[config.mk]
export PLATFORM = sky130hd
export DESIGN_NAME = i2s_apb_master
export DESIGN_NICKNAME = d
export VERILOG_FILES = /design/src/rtl/i2s_apb_master.sv
export SDC_FILE = /design/constraint.sdc
export NUM_CORES = 1
export LEC_CHECK = 0
export CORE_ASPECT_RATIO = 1.75
export CORE_MARGIN = 5
export CORE_UTILIZATION = 37
export DETAILED_ROUTE_END_ITERATION = 7
export GPL_TIMING_DRIVEN = 0
export PLACE_DENSITY = 0.81
export SETUP_SLACK_MARGIN = 0.02
export SLEW_MARGIN = 20
export SYNTH_ARGS = -nofsm -noshare
export SYNTH_HDL_FRONTEND = slang
export SYNTH_SLANG_ARGS = --single-unit
[constraint.sdc]
create_clock -name pclk -period 3.98 [get_ports pclk]
set_clock_uncertainty 0.15 [all_clocks]
set_input_delay 0.995 -clock pclk [delete_from_list [all_inputs] [get_ports pclk]]
set_output_delay 0.995 -clock pclk [all_outputs]
set_load 0.01 [all_outputs]
[src/rtl/i2s_apb_master.sv]
// Bus initiator for the APB-style register port of I2S transceivers: issues control
// and TxFIFO writes, and polls the RxFIFO into a single-entry receive buffer.
module i2s_apb_master #(
  parameter int DATA_W = 32
) (
  input  logic              pclk,
  input  logic              preset,
  input  logic              cfg_valid,
  input  logic              cfg_sel,
  input  logic [DATA_W-1:0] cfg_data,
  output logic              cfg_ready,
  input  logic              s_valid,
  output logic              s_ready,
  input  logic [DATA_W-1:0] s_data,
  output logic              m_valid,
  input  logic              m_ready,
  output logic [DATA_W-1:0] m_data,
  input  logic              tx_full,
  input  logic              rx_empty,
  output logic              penable,
  output logic              pwrite,
  output logic [31:0]       paddr,
  output logic [DATA_W-1:0] pwdata,
  input  logic [DATA_W-1:0] prdata,
  output logic [15:0]       tx_count,
  output logic [15:0]       rx_count
);

  localparam logic [31:0] TX_BASE  = 32'h00;
  localparam logic [31:0] RX_BASE  = 32'h20;
  localparam logic [31:0] CTRL_OFS = 32'h0;
  localparam logic [31:0] TXD_OFS  = 32'h4;
  localparam logic [31:0] RXD_OFS  = 32'h8;

  typedef enum logic [2:0] {IDLE, CFG, WR, RD, CAP} state_t;

  state_t state;
  logic   last;
  logic   tx_elig;
  logic   rx_elig;

  // A read is only worth issuing when the output buffer has room for its result.
  assign tx_elig = s_valid & ~tx_full;
  assign rx_elig = ~rx_empty & ~m_valid;

  always_ff @(posedge pclk or posedge preset) begin
    if (preset) begin
      state     <= IDLE;
      last      <= 1'b0;
      penable   <= 1'b0;
      pwrite    <= 1'b0;
      paddr     <= '0;
      pwdata    <= '0;
      cfg_ready <= 1'b0;
      s_ready   <= 1'b0;
      m_valid   <= 1'b0;
      m_data    <= '0;
      tx_count  <= '0;
      rx_count  <= '0;
    end else begin
      penable   <= 1'b0;
      pwrite    <= 1'b0;
      cfg_ready <= 1'b0;
      s_ready   <= 1'b0;
      if (m_valid && m_ready) begin
        m_valid  <= 1'b0;
        rx_count <= rx_count + 16'd1;
      end
      case (state)
        IDLE: begin
          if (cfg_valid) begin
            state     <= CFG;
            penable   <= 1'b1;
            pwrite    <= 1'b1;
            paddr     <= (cfg_sel ? RX_BASE : TX_BASE) + CTRL_OFS;
            pwdata    <= cfg_data;
            cfg_ready <= 1'b1;
          end else if (tx_elig && (!rx_elig || !last)) begin
            // last=1 hands the next tie to the receive side
            state   <= WR;
            penable <= 1'b1;
            pwrite  <= 1'b1;
            paddr   <= TX_BASE + TXD_OFS;
            pwdata  <= s_data;
            s_ready <= 1'b1;
            last    <= 1'b1;
          end else if (rx_elig) begin
            state   <= RD;
            penable <= 1'b1;
            pwrite  <= 1'b0;
            paddr   <= RX_BASE + RXD_OFS;
            last    <= 1'b0;
          end
        end
        CFG: state <= IDLE;
        WR: begin
          tx_count <= tx_count + 16'd1;
          state    <= IDLE;
        end
        RD: state <= CAP;
        CAP: begin
          m_data  <= prdata;
          m_valid <= 1'b1;
          state   <= IDLE;
        end
        default: state <= IDLE;
      endcase
    end
  end

endmodule

## After elaboration in Yosys (flattened, before gate mapping)

Index checks and enable logic that the tools add are counted.

| word-level totals | value |
|---|---|
| output and inout port bits | 133 |
| bits of input ports | 104 |
| flip-flop bits (word level) | 137 |
| logic and storage cells | 62 |

| cells by class | value |
|---|---|
| bitwise gates (word level) | 6 |
| mux-type cells | 25 |
| add/sub/neg operators | 2 |
| equality and inequality tests | 4 |
| reduce and logical (&&, ||, !) cells | 13 |

Operators by type and width:

| cell | count |
|---|---|
| $mux 32 | 5 |
| $add 16x1->16 const B | 2 |
| $mux 1 | 15 |
| $mux 3 | 3 |
| $eq 3x2->1 const B | 2 |
| $mux 6 | 1 |
| $pmux 3 s2 | 1 |
| $reduce_bool 2->1 | 3 |
| $ne 4x4->1 const B | 1 |
| $not 1->1 | 4 |
| $reduce_and 2->1 | 2 |
| $eq 3x3->1 const B | 1 |
| $logic_not 3->1 | 1 |
| $reduce_and 3->1 | 1 |
| $reduce_bool 3->1 | 1 |
| $and 1x1->1 | 2 |
| $logic_and 1x1->1 | 2 |
| $logic_not 1->1 | 2 |
| $logic_or 1x1->1 | 1 |

## Logic depth before layout (Yosys ltp)

| logic depth | value |
|---|---|
| word-level depth | 8 |
| depth in mapped cells | 7 |
| mapped depth without buffers | 5 |

## Worst setup path after synthesis

OpenSTA, ideal clock, no wires.

| timing | value |
|---|---|
| path type | input -> register |
| from | input tx_full |
| to | register pwdata[0] |
| path slack | 1787 ps |
| setup time | 137 ps |
| cell stages on the path | 5 |
| required time | 3693 ps |
| data arrival time | 1906 ps |
| path buffers | 1 |
| cells stage by stage | nand2b_1 a21oi_1 clkbuf_1 o2bb2ai_1 a2bb2oi_1 |

| between the ends | value |
|---|---|
| word-level cells in the longest chain between the ends | 5 |

RTL lines:

| element | RTL line | source |
|---|---|---|
| start: declaration | 18 | `input logic tx_full,` |
| $not 1->1 | 43 | `assign tx_elig = s_valid & ~tx_full;` |
| $and 1x1->1 | 43 |  |
| $logic_and 1x1->1 | 78 | `end else if (tx_elig && (!rx_elig \|\| !last)) begin` |
| $reduce_bool 2->1 (no line) | n/a |  |
| $reduce_and 2->1 (no line) | n/a |  |
| end signal: assignment | 76 | `pwdata <= cfg_data;` |
| end signal: assignment | 84 | `pwdata <= s_data;` |
| end: declaration | 23 | `output logic [DATA_W-1:0] pwdata,` |

Every way passes these cells.
A chain may end at the register's enable or synchronous reset.

## Worst setup path after layout

Same ends and word-level chain as after synthesis.

==> flow_summary.yaml <==
timing:
  drv_slew: 0
  fin_crit_sh: 0.675
  worst_pin_slew_ns: 0.836
  setup_violations: 0
  finalHoldViolations: 0
  fmax_ghz: 0.372
  rsz0062_at_grt: "no"
  tns_ns: 0
  min_period_ns: 2.69
  maxSlewHeadroom: 0.438
final_layout:
  diodes: 0
  drive_gt1_frac: 0.157
  multi_input_area_mm2: 0.00186
  seq_area_mm2: 0.00270
  fillCellCount: 1097
  synthToLayoutAreaGrowth_pct: 57.3
  final_area_mm2: 0.00756
  layout_common_cells: "clkdlybuf4s50_1, dfrtp_1, o22ai_1"
  layout.nets: 765
  final_common_cell: "clkdlybuf4s50_1"
clock_network:
  numCtsBuffers: 9
  clk_path_buf_depth: 2
  holdBufCountCts: 0
  clkLatencyLatePin_ns: 0.34
  clkTransAtPathRegs_ns: 0.07
  postCtsSetupBuffers: 0
  cts_root_buffer: "clkbuf_16"
  htree_levels: 3
  clock_sinks: 108
  post_cts_resized: 0
  cts_tree: "yes"
placement:
  detailed_place_hpwl_um: 11700
  numPortBuffers: 207
  place_area_mm2: 0.00726
  place_congestion: 0.805
setup_path:
  r2r-start: "state[0]"
  rrSetupSlack_ns: 1.77
  worstPathArrival_ns: 2.74
  reg2regPathDepth: 5
  start_kind: "input port"
  path_max_fanout: 10
  crit_type: "input port to flop"
  cp_top_family: "buffers and inverters"
  crit_path_max_incr_delay_ns: 0.46
  rr_endpoint: "pwdata[24]"
  required_ns: 4.03
  crit_buf_inv: 2
  path_cells: "clkdlybuf4s50_1 -> nand2b_1 -> a21oi_1 -> clkbuf_1 -> o2bb2ai_1 -> a2bb2oi_1"
  endpoint_kind: "flop"
  slowest_stage: "clkbuf_1"
min_path:
  hp-start: "tx_count[15]"
  holdPathEnd: "tx_count[15]"
  whs_path_depth: 1
  hp-class: "flop to flop"
logic_synthesis:
  ys_seq_elements: 108
  synthesis.area_mm2: 0.00480
  netlist_instances: 410
  synth.avg_cell_area_um2: 11.7
  ys_seq_area_frac: 0.563
  ys_types: 37
  ys_warn_count: 0
floorplan:
  io_pins: 237
  die-area_mm2: 0.0155
  start_util: 0.373
  core_area_mm2: 0.0129
  std_cell_rows: 55
  chipHeight_um: 161
  die_width_um: 96.1
drt:
  routed_wl_um: 14600
  dr.pass1.iters: 5
  ant_nets: 0
  drc: 0
  avgRoutedWirePerCell_um: 17.5
  vias: 4192
  via_per_inst: 5.02
  drt_iter0_drc: 110
global_route:
  grt_pass1_wl_um: 22700
  grt_max_degree: 33
  antenna_found_initial: 0
  grt_overflow: 0
  track_usage: 0.188
  grt_pass1_vias: 4410
power_and_ir_drop:
  p_leak_nw: 3.24
  powerDensity_mw_per_mm2: 637
  vdd_drop_max_v: 0.000321
run_status:
  status: "complete, no violations"
job:
  max_cap_violations: 0
==> power breakdown <==
group / total (mW) / switching (mW) / internal (mW)
combinational: 2.11 / 0.893 / 1.22
clock: 0.886 / 0.418 / 0.468
sequential: 1.81 / 0.309 / 1.50
==> final cells by class <==
| type | count | share of cell area |
|---|---|---|
| Sequential cell | 108 | 0.358 |
| Timing Repair Buffer | 210 | 0.282 |
| Multi-Input combinational cell | 272 | 0.246 |
| Buffer | 50 | 0.0422 |
| Clock buffer | 11 | 0.0334 |
| Tap cell | 171 | 0.0283 |
| Clock inverter | 5 | 0.00596 |
| Inverter | 8 | 0.00447 |
==> cells by family after synthesis <==
logic type,count (synthesis),share of synthesized area
DFF,108,0.562
AOI/OAI and AO/OA,106,0.147
and+or+nand+nor,72,0.0792
buffers and inverters,58,0.0727
muxes,34,0.0797
xor gates and xnor gates,29,0.0529
adders and majority gates,2,0.00521
other,1,0.000781
==> worst max path at each step <==
stage            endpoint  cells after the start  startpoint  slack, ns
3_3_place_gp   m_data[29]                      2      preset       0.52
5_1_grt        pwdata[31]                      6     tx_full       1.18
3_5_place_dp    pwdata[0]                      6     tx_full       0.92
6_report        pwdata[0]                      6     tx_full       1.29
4_1_cts         pwdata[0]                      6     tx_full       1.27
2_1_floorplan   cfg_ready                      1      preset       1.53
==> Yosys cell counts <==
cell type | count | area share
a21o_1 | 3 | 0.0047
o311ai_0 | 1 | 0.0018
nor2_1 | 17 | 0.013
clkbuf_1 | 13 | 0.010
nand4bb_1 | 1 | 0.0023
buf_4 | 29 | 0.045
o22ai_2 | 9 | 0.023
buf_6 | 2 | 0.0047
mux2_2 | 34 | 0.080
conb_1 | 1 | 0.00078
nand2b_1 | 1 | 0.0013
a2bb2oi_1 | 4 | 0.0073
nand4_1 | 6 | 0.0078
a211o_1 | 2 | 0.0036
or2_2 | 2 | 0.0026
xnor2_1 | 18 | 0.033
nor3_1 | 4 | 0.0042
ha_1 | 2 | 0.0052
o21ai_0 | 2 | 0.0021
a21oi_1 | 32 | 0.033
xor2_1 | 11 | 0.020
clkinv_1 | 1 | 0.00078
or3b_1 | 1 | 0.0018
o21ai_1 | 1 | 0.0010
o2bb2ai_1 | 4 | 0.0073
buf_2 | 6 | 0.0063
nor3b_2 | 1 | 0.0026
nor4_1 | 5 | 0.0065
nand2_1 | 14 | 0.011
and3_1 | 2 | 0.0026
o22ai_1 | 48 | 0.063
or3_1 | 2 | 0.0026
nor4_4 | 1 | 0.0044
nor3b_1 | 1 | 0.0016
inv_1 | 7 | 0.0055
nand3_1 | 14 | 0.015
dfrtp_1 | 108 | 0.56
==> state kept, by name, summed over array words and instances (netlist names), 3 cells and up <==
name and cells:
rx_count 16, tx_count 16, pwdata 32, m_data 32, paddr 3, state 3
==> layer usage <==
metal	track usage	share of wire
met1	0.192	0.33
met2	0.345	0.56
met3	0.0511	0.076
met4	0.0842	0.039
met5	0	0
==> metrics by stage <==
step           cells   util  setup slack [ns]  hold slack (ns)  total power, mW
6_report         835  0.587              1.29            0.320             4.81
5_1_grt          835  0.587              1.18            0.335             5.10
4_1_cts          835  0.587              1.27            0.326             4.86
3_5_place_dp     819  0.564             0.918            0.312             3.95
3_3_place_gp     816  0.559             0.516            0.313             3.84
2_1_floorplan    438      -              1.53            0.304             2.77
Power figures use the tool's default switching activity.
